<file path="src/rtl/sms_sram_init_ctrl_pkg.sv">
`default_nettype none
// ============================================================================
// Module : sms_sram_init_ctrl_pkg
// Brief  : Shared types and helpers for the SMS SRAM init sequencer.
// Rev    : 1.0  initial release
// ============================================================================
package sms_sram_init_ctrl_pkg;

  // Sequencer states (2-bit encoding shared with the SMS block)
  typedef enum logic [1:0] {
    ST_IDLE  = 2'd0,
    ST_CLEAR = 2'd1,
    ST_LOAD  = 2'd2,
    ST_FILL  = 2'd3
  } state_t;

  // Bus byte enables are little-endian (be[k] -> bits [8k+7:8k]) while the
  // SPRAM lanes are numbered from the top byte down, so the bits are mirrored.
  function automatic logic [3:0] be_to_lane_we(input logic [3:0] be);
    return {be[0], be[1], be[2], be[3]};
  endfunction

endpackage : sms_sram_init_ctrl_pkg
`default_nettype wire

</file>
<file path="src/rtl/sms_sram_init_ctrl.sv">
`default_nettype none
// ============================================================================
// Module : sms_sram_init_ctrl
// Brief  : Init sequencer for the SMS byte-lane SPRAM. Zero-clears the array
//          or streams in a program image and zero-fills the remainder; bus
//          accesses are held off until init finishes, then passed through.
// Rev    : 1.0  initial release
// ============================================================================
module sms_sram_init_ctrl
  import sms_sram_init_ctrl_pkg::*;
#(
  parameter int AW         = 14,
  parameter bit AUTO_CLEAR = 1'b1
) (
  input  logic          hclk,
  input  logic          hresetn,
  // init control
  input  logic          init_start,
  input  logic          init_mode,
  input  logic [AW:0]   init_len,
  // load stream
  input  logic          ld_valid,
  input  logic [31:0]   ld_data,
  output logic          ld_ready,
  // bus side
  input  logic          bus_req,
  input  logic          bus_we,
  input  logic [3:0]    bus_be,
  input  logic [AW-1:0] bus_addr,
  input  logic [31:0]   bus_wdata,
  output logic          bus_gnt,
  output logic [31:0]   bus_rdata,
  output logic          bus_rvalid,
  // SRAM side
  output logic          ram_cs,
  output logic [3:0]    ram_we,
  output logic [AW-1:0] ram_addr,
  output logic [31:0]   ram_wdata,
  input  logic [31:0]   ram_rdata,
  // status
  output logic          init_busy,
  output logic          init_done
);

  localparam logic [AW-1:0] LAST_ADDR = '1;
  // Full-array load length; such a load has nothing left to zero-fill.
  localparam logic [AW:0]   FULL_LEN  = {1'b1, {AW{1'b0}}};
  localparam state_t        RST_STATE = AUTO_CLEAR ? ST_CLEAR : ST_IDLE;

  state_t        state, state_nxt;
  logic [AW-1:0] cnt, cnt_nxt;
  logic [AW:0]   len, len_nxt;
  logic          done, done_nxt;
  logic          rvalid;

  // State, address counter, captured length and sticky done flag
  always_ff @(posedge hclk) begin
    if (!hresetn) begin
      state <= RST_STATE;
      cnt   <= '0;
      len   <= '0;
      done  <= 1'b0;
    end else begin
      state <= state_nxt;
      cnt   <= cnt_nxt;
      len   <= len_nxt;
      done  <= done_nxt;
    end
  end

  // Read data is valid exactly one cycle after a granted read
  always_ff @(posedge hclk) begin
    if (!hresetn) begin
      rvalid <= 1'b0;
    end else begin
      rvalid <= bus_gnt & ~bus_we;
    end
  end

  // Next-state logic and the SRAM port mux (bus passthrough vs. init writes)
  always_comb begin
    state_nxt = state;
    cnt_nxt   = cnt;
    len_nxt   = len;
    done_nxt  = done;
    ram_cs    = 1'b0;
    ram_we    = 4'h0;
    ram_addr  = cnt;
    ram_wdata = '0;
    ld_ready  = 1'b0;
    bus_gnt   = 1'b0;

    case (state)
      ST_IDLE: begin
        // Bus owns the SRAM in IDLE, even in the cycle a start is accepted.
        bus_gnt   = bus_req;
        ram_cs    = bus_req;
        ram_addr  = bus_addr;
        ram_wdata = bus_wdata;
        ram_we    = {4{bus_req & bus_we}} & be_to_lane_we(bus_be);
        if (init_start) begin
          done_nxt = 1'b0;
          len_nxt  = init_len;
          cnt_nxt  = '0;
          if (!init_mode) begin
            state_nxt = ST_CLEAR;
          end else if (init_len != '0) begin
            state_nxt = ST_LOAD;
          end else begin
            state_nxt = ST_FILL;
          end
        end
      end

      ST_CLEAR, ST_FILL: begin
        // FILL differs from CLEAR only in its starting address (= len).
        ram_cs  = 1'b1;
        ram_we  = 4'hF;
        cnt_nxt = cnt + 1'b1;
        if (cnt == LAST_ADDR) begin
          state_nxt = ST_IDLE;
          done_nxt  = 1'b1;
        end
      end

      ST_LOAD: begin
        ld_ready = 1'b1;
        if (ld_valid) begin
          ram_cs    = 1'b1;
          ram_we    = 4'hF;
          ram_wdata = ld_data;
          cnt_nxt   = cnt + 1'b1;
          if ({1'b0, cnt} == len - 1'b1) begin
            if (len == FULL_LEN) begin
              state_nxt = ST_IDLE;
              done_nxt  = 1'b1;
            end else begin
              state_nxt = ST_FILL;
            end
          end
        end
      end

      default: state_nxt = ST_IDLE;
    endcase

    // While reset is asserted nothing touches the SRAM or the handshakes.
    if (!hresetn) begin
      ram_cs   = 1'b0;
      ram_we   = 4'h0;
      ld_ready = 1'b0;
      bus_gnt  = 1'b0;
    end
  end

  assign bus_rdata  = ram_rdata;
  assign bus_rvalid = rvalid;
  assign init_busy  = (state != ST_IDLE);
  assign init_done  = done;

endmodule : sms_sram_init_ctrl
`default_nettype wire
</file>
<file path="config.mk">
export PLATFORM = sky130hd
export DESIGN_NAME = sms_sram_init_ctrl
export DESIGN_NICKNAME = d
export VERILOG_FILES = /design/src/rtl/sms_sram_init_ctrl_pkg.sv /design/src/rtl/sms_sram_init_ctrl.sv
export SDC_FILE = /design/constraint.sdc
export NUM_CORES = 1
export LEC_CHECK = 0
export ABC_AREA = 1
export BUFFER_PORTS_ARGS = -buffer_cell sky130_fd_sc_hd__buf_2
export CORE_MARGIN = 2
export CORE_UTILIZATION = 35
export DETAILED_ROUTE_END_ITERATION = 10
export PLACE_DENSITY = 0.76
export SLEW_MARGIN = 30
export SYNTH_ARGS = -nofsm -noshare
export SYNTH_HDL_FRONTEND = slang
export SYNTH_SLANG_ARGS = --single-unit
</file>
<file path="constraint.sdc">
create_clock -name hclk -period 1.9 [get_ports hclk]
set_clock_uncertainty 0.2 [all_clocks]
set_input_delay 0.19 -clock hclk [delete_from_list [all_inputs] [get_ports hclk]]
set_output_delay 0.19 -clock hclk [all_outputs]
set_load 0.03 [all_outputs]
</file>
# Yosys cells after proc, flatten, opt, wreduce, memory -nomap -nowiden
# Index checks and enable logic that the tools add are counted.
# word_totals
register_bits	33
wordCells	60
# classes
add_sub_neg	2
eq_ne	11
mux	30
bitwise_logic	4
n_reduce_logical	8
# op_table
cell	count
32-bit one-hot mux with 2 select lines	1
14-bit two-way mux	3
14-bit one-hot mux with 3 select lines	1
32-bit two-way mux	1
14-bit by 15-bit == test with 1-bit output	1
15-bit == test (second input constant)	1
15-bit nonzero test	1
15-bit by 1-bit subtractor with 15-bit output (second input constant)	1
14-bit by 1-bit adder with 14-bit output (second input constant)	1
14-bit == test (second input constant)	1
1-bit two-way mux	12
2-bit two-way mux	6
4-bit one-hot mux with 3 select lines	1
2-bit != test (second input constant)	5
4-bit two-way mux	2
1-bit one-hot mux with 3 select lines	2
2-bit one-hot mux with 3 select lines	1
5-bit AND reduction	1
4-bit AND	1
2-bit == test (second input constant)	2
2-bit AND reduction	2
4-bit AND reduction	1
1-bit AND	2
2-bit by 1-bit == test with 1-bit output (second input constant)	1
4 further kinds	4

# Longest topological paths before layout
# depth
depth_word	5
ltp_mapped	16
mapped_depth_nobuf	16

# Worst setup path after synthesis
# No wires, ideal clock.
# synth_path
path_kind	register -> output
start	register state[0]
end	output port ram_addr[10]
arrival_time_ns	1.602
required_time_ns	1.510
slack_ns	-0.092
path_stages_with_launch	5
path_buffers	2
path_cell_list	dfxtp_1 nor2_2 clkbuf_1 clkbuf_1 o21ai_0
# synth_between
elab_chain_len	2
# synth_rtl
item	line	source
start: declaration	sms_sram_init_ctrl.sv:50	state_t state, state_nxt;
start signal: assignment	sms_sram_init_ctrl.sv:64	state <= state_nxt;
2-bit logical NOT	sms_sram_init_ctrl.sv:93	case (state)
14-bit two-way mux	sms_sram_init_ctrl.sv:93	
end: declaration	sms_sram_init_ctrl.sv:37	output logic [AW-1:0] ram_addr,
# Every way passes these cells.

# Final worst setup path
# layout_path
start	register len[0]
end	register state[1]
# layout_between
elab_chain_len	5
# layout_rtl
item	line	source
start: declaration	sms_sram_init_ctrl.sv:52	logic [AW:0] len, len_nxt;
start signal: assignment	sms_sram_init_ctrl.sv:66	len <= len_nxt;
parallel branches: the longest is 5 deep, another holds 15-bit by 1-bit subtractor with 15-bit output	-	
# Several ways; the timed one is not identified. The select of a mux whose other input is x is not followed.
# A chain may end at the register's enable or synchronous reset.

==> results.json <==
{
  "finalSetupViolCount": 3,
  "fp.coreArea_mm2": 0.00777,
  "grt_pass1_wl_mm": 17.4,
  "rsz0062_at_grt": "true",
  "syn_inst": 442,
  "worstMarginPinSlew_ns": 0.385,
  "avgSynthCellArea_um2": 6.38,
  "hold_violations": 0,
  "ys_async_sr_fraction_pct": 0,
  "layout.nets": 735,
  "n_antenna_cell": 0,
  "ys.flop_type": "dfxtp_1",
  "synth.cell_area_mm2": 0.00282,
  "grt_pass1_vias": 3508,
  "synth_top_cell_by_area": "dfxtp_1",
  "synth_top_area_share_pct": 23.4,
  "yosysMostFrequentCell": "nand2_1",
  "drtPass1Iterations": 7,
  "layout_setup_ws_ns": -0.0826,
  "maxCapViolations": 0,
  "clkSinkCount": 33,
  "start_kind": "flip-flop",
  "cts_made_buffers": 5,
  "synth-edff-count": 0,
  "fmax_mhz": 504,
  "dieArea_mm2": 0.00880,
  "ant_nets": 0,
  "vias": 3771,
  "core.rowCount": 32,
  "worstHoldPathType": "input port to flip-flop",
  "viasPerCell": 5.39,
  "yosys_register_bits": 33,
  "crit_type": "flip-flop to flip-flop",
  "area_growth_pct": 54.1,
  "worstPathMaxFanout": 5,
  "drive_gt1_share_pct": 46.6,
  "drc": 0,
  "start_util_pct": 36.3,
  "cts_tree": "done",
  "synth_area_leaders": "dfxtp_1, nand2_1, a32o_1, buf_4, o21ai_0",
  "vdd_drop_max_uv": 223,
  "clk_path_buf_depth": 2,
  "cp_data_arrival_time_ns": 1.98,
  "synth_cell_types": 31,
  "cts_max_level": 2,
  "grt_max_degree": 33,
  "power.leakage_uw": 0.00223,
  "port_buffers": 159,
  "antenna_found_initial": 0,
  "violations": "negative setup slack",
  "synth_nets": 581,
  "wire_per_inst_um": 17.0,
  "clkLatencyLatePin_ns": 0.29,
  "clockRootBuffer": "clkbuf_8",
  "routed_wl_mm": 11.9,
  "post-dp-hpwl_mm": 9.06,
  "pre_cts_ws_ns": -0.0785,
  "status": "finished with violations",
  "maxSlewHeadroom_pct": 74.1,
  "yosys_warnings": 0,
  "drtIter0Drc": 222,
  "period_share_pct": 104,
  "die_w_um": 93.8,
  "tns_ns": -0.172,
  "grt_util_all_layers_pct": 25.7,
  "critPathCaptureType": "flip-flop",
  "yosysSeqAreaShare_pct": 23.4,
  "required_ns": 1.90,
  "chipHeight_um": 93.8,
  "power.density_mw_per_mm2": 356,
  "place.gp.congestion": 0.930,
  "overflow": 0,
  "io_pins": 224,
  "fin_crit_ns": 1.98,
  "clkTransAtPathRegs_ns": 0.07,
  "yosys-top-cells-count": "nand2_1, nor2_1, inv_1",
  "slew_violations": 0
}
-- registers in the layout (all words and copies together) (netlist names) --
signal	flops
bus_rvalid	1
init_done	1
len	15
cnt	14
state	2
-- final cells by class --
| class | count | area, um^2 |
|---|---|---|
| Fill cell | 750 | 3420 |
| Multi-Input combinational cell | 315 | 1880 |
| Timing Repair Buffer | 198 | 1400 |
| Sequential cell | 33 | 674 |
| Inverter | 43 | 166 |
| Tap cell | 102 | 128 |
| Clock buffer | 7 | 96.3 |
| Clock inverter | 1 | 5.00 |
-- report_power, final --
group	internal [uW]	switching, uW	total [uW]
Clock	328	271	598
Sequential	694	4.79	699
Combinational	122	128	250
Total	1140	404	1550
-- through the flow --
stage          instances  cell area, um^2  total power [uW]  hold slack [ns]  util, %
2_1_floorplan        442             2820               923           0.0685        -
3_3_place_gp         671             3600               941            0.180     46.4
3_5_place_dp         671             3600               948            0.180     46.4
4_1_cts              694             4090              1540          0.00298     52.6
5_1_grt              699             4350              1600           0.0263     56.0
6_report             699             4350              1550          0.00508     56.0
-- worst max-delay path, stage by stage, from the launching register on --
cell     delay, ns
dfxtp_2       0.33
inv_2         0.07
ha_4          0.21
nand2_4       0.09
nor2_2        0.15
nand2_1       0.07
nand2_1       0.06
nand2_1       0.05
nor2_1        0.09
nand2_1       0.06
nor2_1        0.13
nand2_1       0.09
nand2_2       0.09
nand4_1       0.07
nand2_1       0.10
inv_1         0.04
-- final timing paths --
kind	startpoint	end	slack, ns	cells after the start
hold / removal	init_len[2]	len[2]$_SDFFE_PN0P_	0.005	3
setup / recovery	len[0]$_SDFFE_PN0P_	state[1]$_SDFFE_PN0P_	-0.08	15
hold reg to reg	init_done$_SDFFE_PN0P_	init_done$_SDFFE_PN0P_	0.28	2
setup reg to reg	len[0]$_SDFFE_PN0P_	state[1]$_SDFFE_PN0P_	-0.08	15
-- layout by cell type (no fill, tap or decap), drive strengths merged, types with 3 or more instances in the layout --
| cell type | count |
|---|---|
| o21ai | 40 |
| nor3 | 7 |
| dfxtp | 33 |
| a21oi | 29 |
| nor4 | 4 |
| a32o | 32 |
| nor2 | 52 |
| dlygate4sd3 | 6 |
| nand2 | 104 |
| ha | 3 |
| clkbuf | 12 |
| xor2 | 5 |
| nand4 | 4 |
| buf | 187 |
| nand3 | 26 |
| inv | 42 |
| xnor2 | 4 |
-- repair_timing --
item / CTS / global route
setup endpoints to repair: 48 / 53
endpoints found under the hold margin: 6 / 0
cloned: 3 / 1
hold buffers: 6 / 0
gates resized for setup: 60 / 100
pin swaps: 12 / 22
buffers inserted: 6 / 7
-- cell families after synthesis --
kind of cell	share of synthesized area (%)
AND/OR/NAND/NOR	31.4
AO/OA/AOI/OAI	24.3
flip-flops	23.4
XOR/XNOR	2.79
adder cells (fa/ha/maj)	1.33
buffers and inverters	16.8
-- routing by layer --
| layer | global-route usage (%) | part of all wire, % | up-vias |
|---|---|---|---|
| met5 | 0 | 0 | - |
| met4 | 15.9 | 6.8 | 0 |
| met3 | 4.90 | 7.3 | 53 |
| met2 | 47.5 | 51 | 218 |
| met1 | 26.5 | 34 | 1716 |
| li1 | - | - | 1784 |
Power figures use the tool's default switching activity.
